**config.mk**
```make
export PLATFORM = sky130hd
export DESIGN_NAME = serial_sub_4bit
export DESIGN_NICKNAME = d
export VERILOG_FILES = /design/src/rtl/serial_sub_pkg.sv /design/src/rtl/full_subtractor.sv /design/src/rtl/serial_sub_4bit.sv
export SDC_FILE = /design/constraint.sdc
export NUM_CORES = 1
export LEC_CHECK = 0
export ABC_AREA = 1
export BUFFER_PORTS_ARGS = -buffer_cell sky130_fd_sc_hd__buf_2
export CAP_MARGIN = 0
export CORE_UTILIZATION = 53
export DETAILED_ROUTE_END_ITERATION = 8
export PLACE_DENSITY = 0.84
export SYNTH_ARGS = -nofsm -noshare
export SYNTH_HDL_FRONTEND = slang
export SYNTH_SLANG_ARGS = --single-unit
```
**constraint.sdc**
```tcl
create_clock -name clk -period 1.2 [get_ports clk]
set_input_delay 0.18 -clock clk [delete_from_list [all_inputs] [get_ports clk]]
set_output_delay 0.18 -clock clk [all_outputs]
set_load 0.01 [all_outputs]
```
**src/rtl/serial_sub_pkg.sv**
```systemverilog
// Shared types and constants for the bit-serial subtractor.
package serial_sub_pkg;

    typedef enum logic [1:0] {
        IDLE,
        SHIFT,
        DONE
    } state_t;

    localparam int DEFAULT_WIDTH = 4;
    localparam int CNT_W         = $clog2(DEFAULT_WIDTH + 1);

endpackage

```
**src/rtl/full_subtractor.sv**
```systemverilog
// One-bit full subtractor cell: d = m - s - bin, with borrow out.
module full_subtractor (
    input  logic m,
    input  logic s,
    input  logic bin,
    output logic d,
    output logic bout
);

    assign d    = m ^ s ^ bin;
    assign bout = (~m & s) | (~(m ^ s) & bin);

endmodule

```
**src/rtl/serial_sub_4bit.sv**
```systemverilog
// Bit-serial subtractor: recovers an adder operand from {carry,sum} and the
// other operand, one full-subtractor step per cycle, LSB first.
module serial_sub_4bit
    import serial_sub_pkg::*;
#(
    parameter int WIDTH = DEFAULT_WIDTH
) (
    input  logic             clk,
    input  logic             rst_n,
    input  logic             in_valid,
    output logic             in_ready,
    input  logic [WIDTH:0]   minuend,
    input  logic [WIDTH-1:0] subtrahend,
    output logic             out_valid,
    input  logic             out_ready,
    output logic [WIDTH:0]   diff,
    output logic             borrow
);

    localparam int CW = $clog2(WIDTH + 1);

    state_t         state_q, state_d;
    logic [CW-1:0]  cnt_q, cnt_d;
    logic [WIDTH:0] m_q, m_d;
    logic [WIDTH:0] s_q, s_d;
    logic [WIDTH:0] res_q, res_d;
    logic           borrow_q, borrow_d;

    logic fs_d, fs_bout;

    full_subtractor u_fs (
        .m    (m_q[0]),
        .s    (s_q[0]),
        .bin  (borrow_q),
        .d    (fs_d),
        .bout (fs_bout)
    );

    always_comb begin
        state_d  = state_q;
        cnt_d    = cnt_q;
        m_d      = m_q;
        s_d      = s_q;
        res_d    = res_q;
        borrow_d = borrow_q;
        unique case (state_q)
            IDLE: begin
                if (in_valid) begin
                    m_d      = minuend;
                    s_d      = {1'b0, subtrahend};
                    cnt_d    = '0;
                    borrow_d = 1'b0;
                    state_d  = SHIFT;
                end
            end
            SHIFT: begin
                // Operands drain from the LSB; difference bits fill from the MSB,
                // so after WIDTH+1 steps the result register is aligned.
                m_d      = m_q >> 1;
                s_d      = s_q >> 1;
                res_d    = {fs_d, res_q[WIDTH:1]};
                borrow_d = fs_bout;
                cnt_d    = cnt_q + CW'(1);
                if (cnt_q == CW'(WIDTH)) begin
                    state_d = DONE;
                end
            end
            DONE: begin
                if (out_ready) begin
                    state_d = IDLE;
                end
            end
            default: state_d = IDLE;
        endcase
    end

    always_ff @(posedge clk) begin
        if (!rst_n) begin
            state_q  <= IDLE;
            cnt_q    <= '0;
            borrow_q <= 1'b0;
            res_q    <= '0;
            m_q      <= '0;
            s_q      <= '0;
        end else begin
            state_q  <= state_d;
            cnt_q    <= cnt_d;
            borrow_q <= borrow_d;
            res_q    <= res_d;
            m_q      <= m_d;
            s_q      <= s_d;
        end
    end

    assign in_ready  = (state_q == IDLE);
    assign out_valid = (state_q == DONE);
    assign diff      = res_q;
    assign borrow    = borrow_q;

endmodule

```
==> results of run 1 <==
==> worst max-delay path, stage by stage, from the launching register on <==
cell     delay, ps
dfxtp_4        360
buf_6          120
nor2_4         130
buf_6          110
==> routing by layer <==
layer | vias up | global-route usage | part of all wire
met2 | 23 | 0.417 | 0.53
met3 | 8 | 0.0549 | 0.030
li1 | 488 | - | -
met4 | 0 | 0.147 | 0.032
met1 | 417 | 0.251 | 0.41
met5 | - | 0 | 0
==> where the power goes <==
part | switching [mW] | internal [mW]
clock network | 0.199 | 0.185
registers | 0.0274 | 0.709
logic | 0.182 | 0.151
total | 0.408 | 1.04
==> cells by family (layout without fill, tap and decap cells) <==
kind of cell | Yosys count | count (layout) | share of synthesized area
compound gates | 17 | 17 | 0.103
fa+ha+maj | 3 | 3 | 0.0433
buf+inv | 28 | 56 | 0.135
flops | 20 | 20 | 0.385
simple gates | 77 | 77 | 0.333
==> state kept, by name, summed over array words and instances, names as in the netlist <==
signal / count
cnt_q: 3
diff: 5
borrow: 1
m_q: 5
state_q: 2
s_q: 4
==> area by class of cell <==
cell class,count,area (sq um)
Clock buffer,4,36.3
Fill cell,147,483
Inverter,23,86.3
Multi-Input combinational cell,97,518
Sequential cell,20,408
Tap cell,25,31.3
Timing Repair Buffer,29,220
==> per-stage QoR <==
stage	total power, mW	setup WS, ps
floorplan	0.963	126
global placement	1.03	121
detailed placement	1.05	65.7
CTS	1.44	1.70
global route	1.53	-29.5
finish	1.45	5.95
==> final timing paths <==
kind | end | start | cells after the start | slack (ps)
max reg2reg | m_q[3] | state_q[0] | 6 | 50
min reg2reg | m_q[4] | m_q[4] | 2 | 490
max | in_ready | state_q[0] | 3 | 6
min | s_q[3] | subtrahend[3] | 3 | 150
==> layout by cell type (no fill, tap or decap), types with 2 or more instances in the layout <==
cell      count
buf_4         5
inv_1        21
nor2_1       24
nand3_1       2
nand2_1      39
ha_1          2
nor2_4        2
a21oi_1       5
a21oi_2       6
nand2_2       2
inv_2         2
dfxtp_1      18
buf_6         2
nor3_1        2
buf_2        19
nand2_4       5
dfxtp_4       2
clkbuf_4      3
buf_12        2
o21ai_1       5
==> what timing repair did <==
action,CTS,global route
hold endpoints to repair,0,0
buffers inserted,1,2
pin swaps,1,2
gates cloned,0,1
resized for setup,7,3
setup endpoints to repair,2,4
==> results.md, run 1 <==
* CP endpoint kind: primary output
* DIE HEIGHT at 46.3 microns
* Row count at 15
* # diodes at 0
* Initial antenna violation count at 0
* CP required at 1020 ps
* IO Pins at 21
* Status: finished clean
* Nets at 190
* EDFF count, synth at 0
* Largest net degree at the start of global routing at 21
* Share of layout cells above drive strength 1 at 0.312
* Routed WL at 2260 microns
* Commonest cells post-synth: 39 x nand2_1, 25 x nor2_1, 21 x inv_1, 20 x dfxtp_1, 6 x a21oi_1
* Cell Area, Synth at 1040 sq um
* CP max FO at 3
* Finished Layout Cells at 198
* Design area at 1300 sq um
* GRT Util Overall at 0.237
* Port Buf Inserts at 20
* Max_slew headroom at 0.830
* DP Area at 1180 sq um
* Post-Syn Instances at 145
* DRC at 0
* Core ar. at 1780 sq um
* TritonCTS clock tree: yes
* RSZ-0062 raised after global routing: true
* CP Data Arrival Time at 1010 ps
* Count of final max-slew check failures at 0
* Fin Setup TNS at 0 ps
* Crit path time final at 1190 ps
* CTS Sinks at 20
* Fraction of registers with async set/reset at 0
* Drt first pass iters at 4
* Cts hold-fix bufs at 0
* Vias/cell at 4.73
* Clk pin slew, worst setup/hold paths at 120 ps
* Peak supply drop at 820 uV
* Full die area at 2140 sq um
* Global route overflow at 0
* P per Cell Area at 1120 nW/um^2
* Most frequent cell after synthesis: nand2_1
* Syn Area/Cell at 7.17 sq um
* DR WL/cell at 11.4 microns
* Static Leakage at 0.646 nW
* Yosys top cell by area: dfxtp_1
* Fmax at 0.837 GHz
* Iteration-0 DRC Markers at 10
* Skew-Pair Late Insertion Delay at 290 ps
* Area contributors post-synth: dfxtp_1 39%, nand2_1 14%, nor2_1 9.0%, inv_1 7.6%, nand2_4 5.4%
* Syn. warnings at 0
* Post-DRT Antenna Nets at 0
* Placed instance count at 190
* CP Launch Type: flip-flop
* Cts bufs inserted at 3
* GP Congestion at 0.824
* Tcrit/Tclk final at 0.995
* Root buf cell: clkbuf_4
* Dominant synthesized flop cell: dfxtp_1
* Worst Hold Class: primary input to flip-flop
* Seq/Total Area, Yosys at 0.385
* # setup viols final at 0
* Synth cell types at 21
* DP Wirelength at 1540 microns
* CTS H-Tree Depth at 1
* Vias in the first global route at 822
* Worst Skew at 8.71 ps
* Synth top area share at 0.385
* Hold Worst Slack at 154 ps
* Final core occ at 0.729
* Count of state elements after synthesis at 20
* Worst Tran Pin Value at 254 ps
* Fin. Hold Viols at 0
* Syn_nets at 161
* DIE WIDTH at 46.3 microns
* Area growth syn-to-layout at 25.0%
* Starting Density at 0.583
* Vias at 936
* Max Root-Sink Buffers at 2
* First-pass GRT wire length at 3420 microns
* Max-cap check violation count at 0
* Setup CP Type: flip-flop to primary output
Note: power is estimated with default switching activity, not from simulation.
==> run 2: changes to the inputs <==
--- a/config.mk
+++ b/config.mk
@@ -11,6 +11,7 @@
 export CORE_UTILIZATION = 53
 export DETAILED_ROUTE_END_ITERATION = 8
 export PLACE_DENSITY = 0.84
+export REMOVE_ABC_BUFFERS = 1
 export SYNTH_ARGS = -nofsm -noshare
 export SYNTH_HDL_FRONTEND = slang
 export SYNTH_SLANG_ARGS = --single-unit
==> constraint.sdc (replaced) <==
create_clock -name clk -period 1.1 [get_ports clk]
set_input_delay 0.165 -clock clk [delete_from_list [all_inputs] [get_ports clk]]
set_output_delay 0.165 -clock clk [all_outputs]
set_load 0.01 [all_outputs]
==> results.md, run 2 (same netlist as run 1, synthesis figures left out) <==
* R2R Setup Slk at -10 ps (-60 ps)
* Tcrit/Tclk final at 1.03
* Critical path's most frequent cell: buf_6
* Static Leakage at 0.664 nW (+2.7%)
* Placed instance count at 193 (+1.6%)
* Largest net degree at the start of global routing at 15 (-29%)
* Cts bufs inserted at 3 (unchanged)
* Most common cell after layout, fill and taps aside: nand2_1
* Vias at 939 (+0.32%)
* Initial antenna violation count at 0 (unchanged)
* Cts hold-fix bufs at 0 (unchanged)
* Share of layout cells above drive strength 1 at 0.354 (+0.0421)
* Fmax at 0.878 GHz
* Worst Hold Depth at 4 (+1)
* Design area at 1340 sq um (+2.8%)
* Finished Layout Cells at 200 (+1.0%)
* Core ar. at 1780 sq um (unchanged)
* CP endpoint kind: primary output
* Routed WL at 2070 microns (-8.6%)
* Most frequent cells in the layout: 39 x nand2_1, 24 x nor2_1, 20 x inv_1
* R2R Path Start: m_q[0]
* Delay-heaviest family, CP: flip-flops
* Clk pin slew, worst setup/hold paths at 110 ps (about the same)
* Skew-Pair Late Insertion Delay at 300 ps (about the same)
* Status: finished, violations left
* Starting Density at 0.583 (unchanged)
* CP Data Arrival Time at 970 ps (-40 ps)
* Hold EP: state_q[1]
* Count of final max-slew check failures at 0 (unchanged)
* Hold Worst Slack at 122 ps (-32.6 ps)
* Critical path's largest stage delay at 350 ps (about the same)
* Slowest stage cell, crit path: dfxtp_2
* # diodes at 0 (unchanged)
* Setup CP Type: flip-flop to primary output
* Vias/cell at 4.70 (-0.68%)
* TritonCTS clock tree: yes
* Fin Setup TNS at -66.0 ps (-66.0 ps)
* DIE HEIGHT at 46.3 microns (unchanged)
* CP Launch Type: flip-flop
* CTS H-Tree Depth at 1 (unchanged)
* Worst Tran Pin Value at 263 ps (+9.58 ps)
* IO Pins at 21 (unchanged)
* Worst Skew at 3.72 ps (-4.99 ps)
* Post-DRT Antenna Nets at 0 (unchanged)
* Global route overflow at 0 (unchanged)
* Max-cap check violation count at 0 (unchanged)
* Max Root-Sink Buffers at 2 (unchanged)
* Nets at 192 (+1.1%)
* FF-to-FF End: diff[4]
* DR WL/cell at 10.4 microns (-9.5%)
* Iteration-0 DRC Markers at 17 (+7)
* Full die area at 2140 sq um (unchanged)
* DIE WIDTH at 46.3 microns (unchanged)
* CP max FO at 2 (-1)
* # setup viols final at 4 (+4)
* Min-delay src: out_ready
* P per Cell Area at 1310 nW/um^2 (+18%)
* CTS Sinks at 20 (unchanged)
* Row count at 15 (unchanged)
* Crit path time final at 1140 ps
* GRT Util Overall at 0.220 (-0.0168)
* Peak supply drop at 696 uV (-15%)
* DP Area at 1200 sq um (+1.9%)
* CP required at 940 ps (-80 ps)
* FILL cells at 130 (-12%)
* Drt first pass iters at 4 (unchanged)
* Worst path buffer plus inverter count at 2 (unchanged)
* Area growth syn-to-layout at 28.5%
* Worst Hold Class: primary input to flip-flop
* Vias in the first global route at 813 (-1.1%)
* Cells along the critical path: buf_6 > nor2_4 > buf_6
* Setup ws final at -38.4 ps (-44.4 ps)
* DRC at 0 (unchanged)
* First-pass GRT wire length at 3340 microns (-2.2%)
* Worst setup path startpoint: state_q[1]
* Port Buf Inserts at 20 (unchanged)
* Worst r2r path cells at 5 (-1)
* Max_slew headroom at 0.824 (-0.00640)
* Failing checks: setup timing
* Fin. Hold Viols at 0 (unchanged)
* Root buf cell: clkbuf_4
* GP Congestion at 0.760 (-7.7%)
* RSZ-0062 raised after global routing: true
* DP Wirelength at 1410 microns (-8.4%)
[run 2: worst max path at each step]
stage / to / slack (ps) / cells after the start
floorplan: m_q[2] / -220 / 4
global placement: diff[4] / 10 / 5
detailed placement: diff[4] / -20 / 5
CTS: in_ready / -40 / 3
global route: in_ready / -80 / 3
finish: in_ready / -40 / 3
[run 2: timing repair]
item / 4_1_cts / 5_1_grt
endpoints found under the setup margin: 3 / 14
pin swaps: 1 / 1
setup buffers: 4 / 0
gates resized for setup: 10 / 6
[run 2: layout make-up]
type	count	area (sq um)	share of cell area
Timing Repair Buffer	31	238	0.178
Clock inverter	1	30.0	0.0225
Tap cell	25	31.3	0.0234
Multi-Input combinational cell	97	519	0.389
Clock buffer	3	22.5	0.0169
Sequential cell	20	409	0.306
Inverter	23	86.3	0.0646
[run 2: through the flow]
step	power, mW	utilization	worst slack (ps)
6_report	1.76	0.749	-38.4
5_1_grt	1.85	0.749	-81.1
4_1_cts	1.76	0.738	-36.4
3_5_place_dp	1.14	0.674	-16.8
3_3_place_gp	1.13	0.674	14.1
2_1_floorplan	1.02	-	-218
[run 2: power breakdown]
group	total (mW)	switching [mW]	internal, mW
clock network	0.596	0.228	0.368
registers	0.811	0.0327	0.778
logic	0.350	0.190	0.160
[run 2: worst reg2reg max path: cells and delay by family (launching register included)]
kind / cells / cell delay (ps)
adders and majority gates: 1 / 490
buffers and inverters: 1 / 40
DFF: 1 / 340
and+or+nand+nor: 3 / 140
[run 2: routing by layer]
layer	wire length, microns	part of all wire	vias to the layer above	track usage
met3	60	0.029	2	0.0353
met5	0	0	-	0
met2	1080	0.52	24	0.397
met1	917	0.44	420	0.261
met4	8	0.0039	0	0.0706
li1	-	-	493	-
